File: src/rtl/link_align_sequencer.sv
// link_align_sequencer
// Bring-up sequencer for the per-link receive path. Once started it walks the
// enabled links in ascending order and runs reset, automatic delay alignment,
// an error-counter dwell and a final error/eye check on each one. Each link
// ends the run marked locked or failed. Only the link being sequenced is ever
// driven, so the per-link control pulses never overlap between links.

module link_align_sequencer #(
  parameter int NLINKS        = 12,
  parameter int COUNTER_WIDTH = 32,
  parameter int RST_CYCLES    = 4,
  parameter int SETTLE_CYCLES = 4096,
  parameter int DWELL_CYCLES  = 16384,
  parameter int MAX_RETRIES   = 3,
  parameter int ERR_THRESHOLD = 0,
  parameter int MIN_EYE       = 16
) (
  input  logic                              clk160,
  input  logic                              rstb,
  input  logic                              start,
  input  logic                              abort,
  input  logic [NLINKS-1:0]                 link_enable,
  input  logic [NLINKS-1:0]                 delay_ready,
  input  logic [NLINKS-1:0]                 waiting_trans,
  input  logic [NLINKS*COUNTER_WIDTH-1:0]   error_counter,
  input  logic [NLINKS*9-1:0]               eye_width,
  output logic [NLINKS-1:0]                 link_resetn,
  output logic [NLINKS-1:0]                 counter_reset,
  output logic [NLINKS-1:0]                 latch_counters,
  output logic [NLINKS-1:0]                 delay_mode,
  output logic                              busy,
  output logic                              done,
  output logic [$clog2(NLINKS)-1:0]         cur_link,
  output logic [NLINKS-1:0]                 link_locked,
  output logic [NLINKS-1:0]                 link_failed
);

  localparam int LW = $clog2(NLINKS);
  localparam int AW = $clog2(MAX_RETRIES + 1);
  localparam logic [LW-1:0] LAST_LINK = LW'(NLINKS - 1);

  typedef enum logic [3:0] {
    S_IDLE,
    S_SCAN,
    S_RESET,
    S_SETTLE,
    S_CLEAR,
    S_DWELL,
    S_LATCH,
    S_CHECK,
    S_RETRY,
    S_FINISH
  } state_t;

  state_t                   state;
  logic [NLINKS-1:0]        en_q;      // enable snapshot taken at start
  logic [NLINKS-1:0]        visited;   // links already finished this run
  logic [31:0]              cnt;       // phase timer (reset, settle, dwell, latch wait)
  logic [AW-1:0]            attempt;   // failed attempts on the current link

  logic [NLINKS-1:0]        pending;
  logic                     scan_found;
  logic [LW-1:0]            scan_idx;
  logic                     cur_ready;
  logic                     cur_wait;
  logic [COUNTER_WIDTH-1:0] cur_err;
  logic [8:0]               cur_eye;
  logic                     check_pass;
  logic                     cur_last;

  assign pending  = en_q & ~visited;
  assign cur_last = (cur_link == LAST_LINK);

  // Lowest enabled link not yet sequenced in this run.
  always_comb begin
    // NOTE: every always_comb output gets a default first so no path leaves it unassigned (no latch).
    scan_found = 1'b0;
    scan_idx   = '0;
    for (int i = NLINKS - 1; i >= 0; i--) begin
      if (pending[i]) begin
        scan_found = 1'b1;
        scan_idx   = LW'(i);
      end
    end
  end

  // Status of the link currently being sequenced and the lock decision.
  always_comb begin
    cur_ready  = delay_ready[cur_link];
    cur_wait   = waiting_trans[cur_link];
    cur_err    = error_counter[int'(cur_link)*COUNTER_WIDTH +: COUNTER_WIDTH];
    cur_eye    = eye_width[int'(cur_link)*9 +: 9];
    check_pass = (cur_err <= COUNTER_WIDTH'(ERR_THRESHOLD)) && (cur_eye >= 9'(MIN_EYE));
  end

  // Sequencer FSM with registered per-link controls and status.
  always_ff @(posedge clk160 or negedge rstb) begin
    // NOTE: every register, including the enable snapshot and visited mask, is reset so a run never starts from stale state.
    if (!rstb) begin
      state          <= S_IDLE;
      en_q           <= '0;
      visited        <= '0;
      cnt            <= '0;
      attempt        <= '0;
      link_resetn    <= '1;
      counter_reset  <= '0;
      latch_counters <= '0;
      delay_mode     <= '0;
      busy           <= 1'b0;
      done           <= 1'b0;
      cur_link       <= '0;
      link_locked    <= '0;
      link_failed    <= '0;
    end else begin
      // NOTE: sequential state uses non-blocking assignments; later assignments in this block override these pulse defaults.
      counter_reset  <= '0;
      latch_counters <= '0;
      done           <= 1'b0;

      if (abort && state != S_IDLE && state != S_FINISH) begin
        // Clean stop: release every reset, keep earned flags, drop delay mode on an unfinished link.
        link_resetn <= '1;
        if (!link_locked[cur_link]) delay_mode[cur_link] <= 1'b0;
        state <= S_FINISH;
      end else begin
        case (state)
          S_IDLE: begin
            if (start && !abort) begin
              en_q        <= link_enable;
              visited     <= '0;
              link_locked <= '0;
              link_failed <= '0;
              cur_link    <= '0;
              attempt     <= '0;
              busy        <= |link_enable;
              state       <= S_SCAN;
            end
          end

          S_SCAN: begin
            if (scan_found) begin
              cur_link              <= scan_idx;
              attempt               <= '0;
              link_resetn[scan_idx] <= 1'b0;
              delay_mode[scan_idx]  <= 1'b1;
              cnt                   <= '0;
              state                 <= S_RESET;
            end else begin
              state <= S_FINISH;
            end
          end

          S_RESET: begin
            if (cnt == 32'(RST_CYCLES - 1)) begin
              link_resetn[cur_link] <= 1'b1;
              cnt                   <= '0;
              state                 <= S_SETTLE;
            end else begin
              cnt <= cnt + 32'd1;
            end
          end

          S_SETTLE: begin
            if (cur_ready && !cur_wait) begin
              counter_reset[cur_link] <= 1'b1;
              cnt                     <= '0;
              state                   <= S_CLEAR;
            end else if (cnt == 32'(SETTLE_CYCLES - 1)) begin
              state <= S_RETRY;
            end else begin
              cnt <= cnt + 32'd1;
            end
          end

          S_CLEAR: state <= S_DWELL;

          S_DWELL: begin
            if (!cur_ready) begin
              state <= S_RETRY;
            end else if (cnt == 32'(DWELL_CYCLES - 1)) begin
              latch_counters[cur_link] <= 1'b1;
              cnt                      <= '0;
              state                    <= S_LATCH;
            end else begin
              cnt <= cnt + 32'd1;
            end
          end

          // Latch pulse cycle plus two cycles for the latched count to arrive.
          S_LATCH: begin
            if (cnt == 32'd2) state <= S_CHECK;
            else              cnt   <= cnt + 32'd1;
          end

          S_CHECK: begin
            if (check_pass) begin
              link_locked[cur_link] <= 1'b1;
              visited[cur_link]     <= 1'b1;
              state                 <= cur_last ? S_FINISH : S_SCAN;
            end else begin
              state <= S_RETRY;
            end
          end

          S_RETRY: begin
            if (int'(attempt) + 1 < MAX_RETRIES) begin
              attempt               <= attempt + 1'b1;
              link_resetn[cur_link] <= 1'b0;
              delay_mode[cur_link]  <= 1'b1;
              cnt                   <= '0;
              state                 <= S_RESET;
            end else begin
              link_failed[cur_link] <= 1'b1;
              delay_mode[cur_link]  <= 1'b0;
              visited[cur_link]     <= 1'b1;
              attempt               <= '0;
              state                 <= cur_last ? S_FINISH : S_SCAN;
            end
          end

          S_FINISH: begin
            busy  <= 1'b0;
            done  <= 1'b1;
            state <= S_IDLE;
          end

          default: state <= S_IDLE;
        endcase
      end
    end
  end

endmodule

File: config.mk
export PLATFORM = sky130hd
export DESIGN_NAME = link_align_sequencer
export DESIGN_NICKNAME = d
export VERILOG_FILES = /design/src/rtl/link_align_sequencer.sv
export SDC_FILE = /design/constraint.sdc
export NUM_CORES = 1
export LEC_CHECK = 0
export CAP_MARGIN = 10
export CORE_AREA = 2 2 239 241
export DETAILED_ROUTE_END_ITERATION = 7
export DIE_AREA = 0 0 241 243
export GPL_TIMING_DRIVEN = 0
export SLEW_MARGIN = 20
export SYNTH_ARGS = -nofsm -noshare
export SYNTH_HDL_FRONTEND = slang
export SYNTH_SLANG_ARGS = --single-unit
export TNS_END_PERCENT = 50
File: constraint.sdc
create_clock -name clk160 -period 5.8 [get_ports clk160]
set_input_delay 1.16 -clock clk160 [delete_from_list [all_inputs] [get_ports clk160]]
set_output_delay 1.16 -clock clk160 [all_outputs]
set_load 0.005 [all_outputs]
Word level (Yosys, flattened, before mapping)

Index checks and enable logic that the tools add are counted.

Bits in writable memories: 0
Memories: 0
Output and inout port bits: 78
Bits in read-only memories: 0
Register bits after elaboration: 140
Bits in latches: 0

Divide/modulo/power cells: 0
Magnitude comparators: 7
Equal/unequal tests: 31
Reductions and logical operators: 32
Shifts and indexed selects: 2
Add/sub/neg operators: 3
Bitwise gates (word level): 14
Multiply operators: 1
Muxes and demuxes: 92

Operator list:

| cell                                                  | number |
|---|---|
| indexed part select 384 x 10 -> 32 bit                | 1 |
| 2-to-1 mux 32 bit                                     | 8 |
| 2-to-1 mux 12 bit                                     | 20 |
| case mux 32 bit (6 select lines)                      | 1 |
| indexed part select 108 x 9 -> 9 bit                  | 1 |
| 2-to-1 mux 4 bit                                      | 26 |
| bitwise OR 12 bit                                     | 6 |
| case mux 12 bit (2 select lines)                      | 3 |
| case mux 12 bit (3 select lines)                      | 2 |
| == test 32 x 2 -> 1 bit (second input constant)       | 2 |
| bitwise AND 12 bit                                    | 4 |
| inverter 12 bit                                       | 3 |
| case mux 4 bit (9 select lines)                       | 1 |
| adder 32 x 1 -> 32 bit (second input constant)        | 1 |
| == test 32 x 12 -> 1 bit (second input constant)      | 1 |
| == test 32 x 14 -> 1 bit (second input constant)      | 1 |
| <= comparator 32 x 1 -> 1 bit (second input constant) | 1 |
| 2-to-1 mux 1 bit                                      | 20 |
| AND reduction 4 bit                                   | 5 |
| inequality test 3 bit (second input constant)         | 6 |
| == test 4 x 3 -> 1 bit (second input constant)        | 4 |
| inequality test 2 bit (second input constant)         | 8 |
| binary-select mux 1 bit (select 4 bit)                | 3 |
| == test 4 bit (second input constant)                 | 3 |
| other kinds (27)                                      | 51 |

Logic depth before layout (Yosys ltp)

Depth after elaboration: 23
Gate-level depth with buffers: 12
Mapped depth without buffers: 9

Worst setup path after synthesis

Ideal clock, no wire load.

Path type: input to register
Start: input port delay_ready[7]
End: register cnt[28]
Setup time: 86 ps
Cell stages on the path: 8
Setup slack: 2672 ps
Path buffers: 1
Arrival: 3043 ps
Data required time: 5714 ps
Path through: mux4_2 > and2_1 > and3b_2 > o21ai_2 > and4bb_1 > buf_6 > or4b_4 > o221ai_2

Cells in the longest elaborated chain, start to end: 5
Elaborated cells between the ends (all ways): 8

Ends and longest elaborated chain:

| item                                                                                     | RTL line | RTL |
|---|---|---|
| start: declaration                                                                       | 23       | `input logic [NLINKS-1:0] delay_ready,` |
| binary-select mux 1 bit (select 4 bit) (*)                                               | 89       | `cur_ready = delay_ready[cur_link];` |
| 2-to-1 mux 1 bit (implied by the code) (*)                                               | 89       |  |
| logical AND 1 bit                                                                        | 164      | `if (cur_ready && !cur_wait) begin` |
| inequality test 3 bit (no line) / 2-to-1 mux 32 bit (equally long branches)              | --       |  |
| AND reduction 7 bit (no line) / case mux 32 bit (6 select lines) (equally long branches) | --       |  |
| end signal: assignment                                                                   | 159      | `cnt <= cnt + 32'd1;` |
| end signal: assignment                                                                   | 171      | `cnt <= cnt + 32'd1;` |
| end signal: assignment                                                                   | 185      | `cnt <= cnt + 32'd1;` |
| end: declaration                                                                         | 58       | `logic [31:0] cnt;` |

Every way passes the cells marked *; elsewhere a longest branch is shown, timed or not. The select of a mux whose other input is x is not followed.
A chain may end at the register's enable or synchronous reset.

Worst setup path after layout

Start: register cur_link[1]
End: register visited[7]

Cells in the longest elaborated chain, start to end: 7
Elaborated cells between the ends (all ways): 17

Ends and longest elaborated chain:

| item                                                                               | RTL line | RTL |
|---|---|---|
| start: declaration                                                                 | 33       | `output logic [$clog2(NLINKS)-1:0] cur_link,` |
| start signal: assignment                                                           | 142      | `cur_link <= scan_idx;` |
| branches (longest 7 deep; another with greater-or-equal comparator 9 x 5 -> 1 bit) | --       |  |
| end signal: assignment                                                             | 130      | `visited <= '0;` |
| end signal: indexed assignment                                                     | 198      | `visited[cur_link] <= 1'b1;` |
| end signal: indexed assignment                                                     | 215      | `visited[cur_link] <= 1'b1;` |
| end: declaration                                                                   | 57       | `logic [NLINKS-1:0] visited;` |

Several ways; the timed one is not identified. The select of a mux whose other input is x is not followed.

==> results.yml <==
status:
  status: "finished clean"
placement:
  gp_congestion: 0.986
  port_buffers: 561
  dpl.hpwl_mm: 45.0
  numPlacedInstances: 2270
  place_area_um2: 14800
synthesis:
  synth_compound_area_share_pct: 19.4
  synth_top_family_by_area: "simple AND/OR/NAND/NOR gates"
  yosys_warnings: 0
  ys.flop_type: "dfrtp_1"
  synthDistinctLibCells: 68
  synth_xor_area_share_pct: 0
  synthAdderAreaFrac_pct: 0.305
  ys_ff_latch: 140
  synth_top_area_share_pct: 39.1
  ys_seq_area_share_pct: 42.9
  syn-cell-area_um2: 8200
  synthMuxAreaShare_pct: 4.55
  synth_top_area_cell: "dfrtp_1"
  syn-instance-count: 951
  synthesis.nets: 1485
  synth_area_leaders: "dfrtp_1 39%, nor4_1 8.8%, o21ai_0 6.8%, nor2_1 5.1%, dfstp_2 3.8%"
  synthSimpleGateAreaFrac_pct: 29.7
  synth_edf_count: 0
  syn_area_per_cell_um2: 8.62
  synthArstFlopShare_pct: 100
final_layout:
  final_cell_count_no_fill: 2307
  drive_gt1_share_pct: 6.66
  final_common_cell: "clkdlybuf4s50_1"
  fin_area_um2: 15400
  areaGrowthSynthToFinish_pct: 88.3
  fin_nets: 2067
  final_cell_mix: "560 x clkdlybuf4s50_1, 128 x dfrtp_1, 114 x nor4_1"
worst_setup_path:
  arrival_ns: 5.17
  path_class: "reg2reg"
  cp.required_ns: 6.13
  critical_path.max_fanout: 11
  end_kind: "flop"
  ff2ff_path_depth: 10
  reg2reg_from: "cur_link[1]"
  rrSetupSlack_ns: 0.96
  r2r_end: "visited[7]"
  cp-start-kind: "flop"
sta:
  fin_skew_ns: 0.0210
  max_freq_ghz: 0.207
  final.min_clock_period_ns: 4.84
  rsz0062_at_grt: "no"
  final_hold_viol_count: 0
  worst_slew_pin_slew_ns: 1.01
  slew_viol_final: 0
  fin_crit_sh_pct: 83.4
  relSlewSlack_pct: 32.0
  setup_viol: 0
min_path:
  hp-class: "reg2reg"
  min_path_cells: 1
  holdPathEnd: "visited[2]"
  hp-start: "visited[2]"
floorplanning:
  die-area_um2: 58600
  core_area_um2: 56000
  start_util_pct: 14.7
  row_count: 87
  chipHeight_um: 243
  die_x_um: 241
  io_pins: 610
global_routing:
  grt_use_total_pct: 18.0
  antenna_found_initial: 5
  grt_pass1_wl_mm: 75.5
  grt_remaining_overflow: 0
  grt_max_degree: 83
  grt_pass1_vias: 10700
drt:
  drc_errors: 0
  drt-total-wl_mm: 54.4
  ant_nets: 0
  drt_first_pass_iters: 6
  wl_per_cell_um: 23.6
  drt_iter0_drc: 833
  vias_per_cell: 4.56
  dr_total_vias: 10500
cts:
  post-cts-setup-buffers: 0
  clock_sinks: 140
  clock_tree.buffer_depth: 2
  path_clk_slew_ns: 0.08
  clk_latency_ns: 0.44
  holdBufCountCts: 0
  cts_buffers: 17
  htreeDepth: 4
  ctsResizeCount: 0
  cts_tree: "built"
  cts_root_buffer: "clkbuf_16"
run:
  maxCapViolCount: 0
power_and_ir_drop:
  total_leakage_power_nw: 5.63
  vdd.ir_drop.worst_v: 0.000291
  report.power.total_mw: 4.85
  pwr_density_cell_nw_per_um2: 315
-- how the worst max path moves through the flow --
stage	from	to	slack [ns]
3_5_place_dp	error_counter[273]	visited[7]	0.62
3_3_place_gp	rstb	latch_counters[1]	-2.37
6_report	cur_link[1]	visited[7]	0.96
5_1_grt	error_counter[260]	visited[7]	0.63
2_1_floorplan	delay_ready[7]	cnt[28]	2.67
4_1_cts	cur_link[1]	visited[7]	0.77
-- state kept, by name, summed over array words and instances (netlist names), named ones only --
signal	flops
cnt	32
counter_reset	12
en_q	12
latch_counters	12
link_failed	12
link_locked	12
link_resetn	12
visited	12
cur_link	4
state	4
attempt	2
busy	1
done	1
-- Yosys cell counts (13+ instances only) --
cell type and n:
nor3_1 23, nor4_1 115, dfrtp_1 128, nor2_1 111, a31oi_1 22, mux2_2 13, o21a_1 25, o21ai_0 112
nand4_1 36, nand3_1 36, a21oi_1 41, buf_2 13, nand2b_1 16, clkbuf_1 26, nand2_1 82
-- report_power, final --
group / internal (mW) / switching [mW] / total [mW]
sequential: 1.18 / 0.163 / 1.35
combinational: 0.951 / 1.41 / 2.36
clock: 0.588 / 0.557 / 1.14
-- layer usage --
| layer | GRT usage (%) | up-vias | share of wire [%] |
|---|---|---|---|
| li1 | - | 4817 | - |
| met1 | 23.5 | 5099 | 43 |
| met2 | 30.1 | 567 | 47 |
| met3 | 4.31 | 43 | 8.8 |
| met4 | 3.69 | 0 | 1.5 |
| met5 | 0 | - | 0 |
-- cells by family (layout without fill, tap and decap cells) --
logic type	count (synthesis)	in the layout
AND/OR/NAND/NOR	470	470
buffers and inverters	57	652
other	0	5
adder cells (fa/ha/maj)	2	2
AO/OA/AOI/OAI	258	258
flip-flops	140	140
multiplexers	24	24
-- stage by stage --
| stage | util (%) | TNS (ns) | hold slack [ns] | worst slack (ns) |
|---|---|---|---|---|
| 6_report | 27.6 | 0 | 0.486 | 0.964 |
| 5_1_grt | 27.6 | 0 | 0.492 | 0.629 |
| 4_1_cts | 27.6 | 0 | 0.487 | 0.768 |
| 3_5_place_dp | 26.5 | 0 | 0.472 | 0.623 |
| 3_3_place_gp | 26.4 | -316.38 | 0.470 | -2.37 |
| 2_1_floorplan | - | 0 | 0.452 | 2.67 |
-- critical path: stages (launching register included) --
cell      delay, ns
dfrtp_1        0.50
buf_2          0.44
clkinv_1       0.69
nor4_1         0.97
a221oi_1       0.20
o21ai_0        0.43
a311oi_1       0.36
nand4_1        0.39
clkbuf_1       0.36
a21oi_1        0.16
o21a_1         0.19
-- cell type report --
class / count / area [um2]
flip-flops and latches: 140 / 3520
well taps: 756 / 946
fillers: 6020 / 40500
clock inverters: 15 / 184
diodes: 5 / 12.5
repair buffers: 563 / 5660
inverters: 11 / 41.3
plain buffers: 46 / 220
clock buffers: 17 / 425
multi-input cells: 754 / 4430
Power figures use the tool's default switching activity.
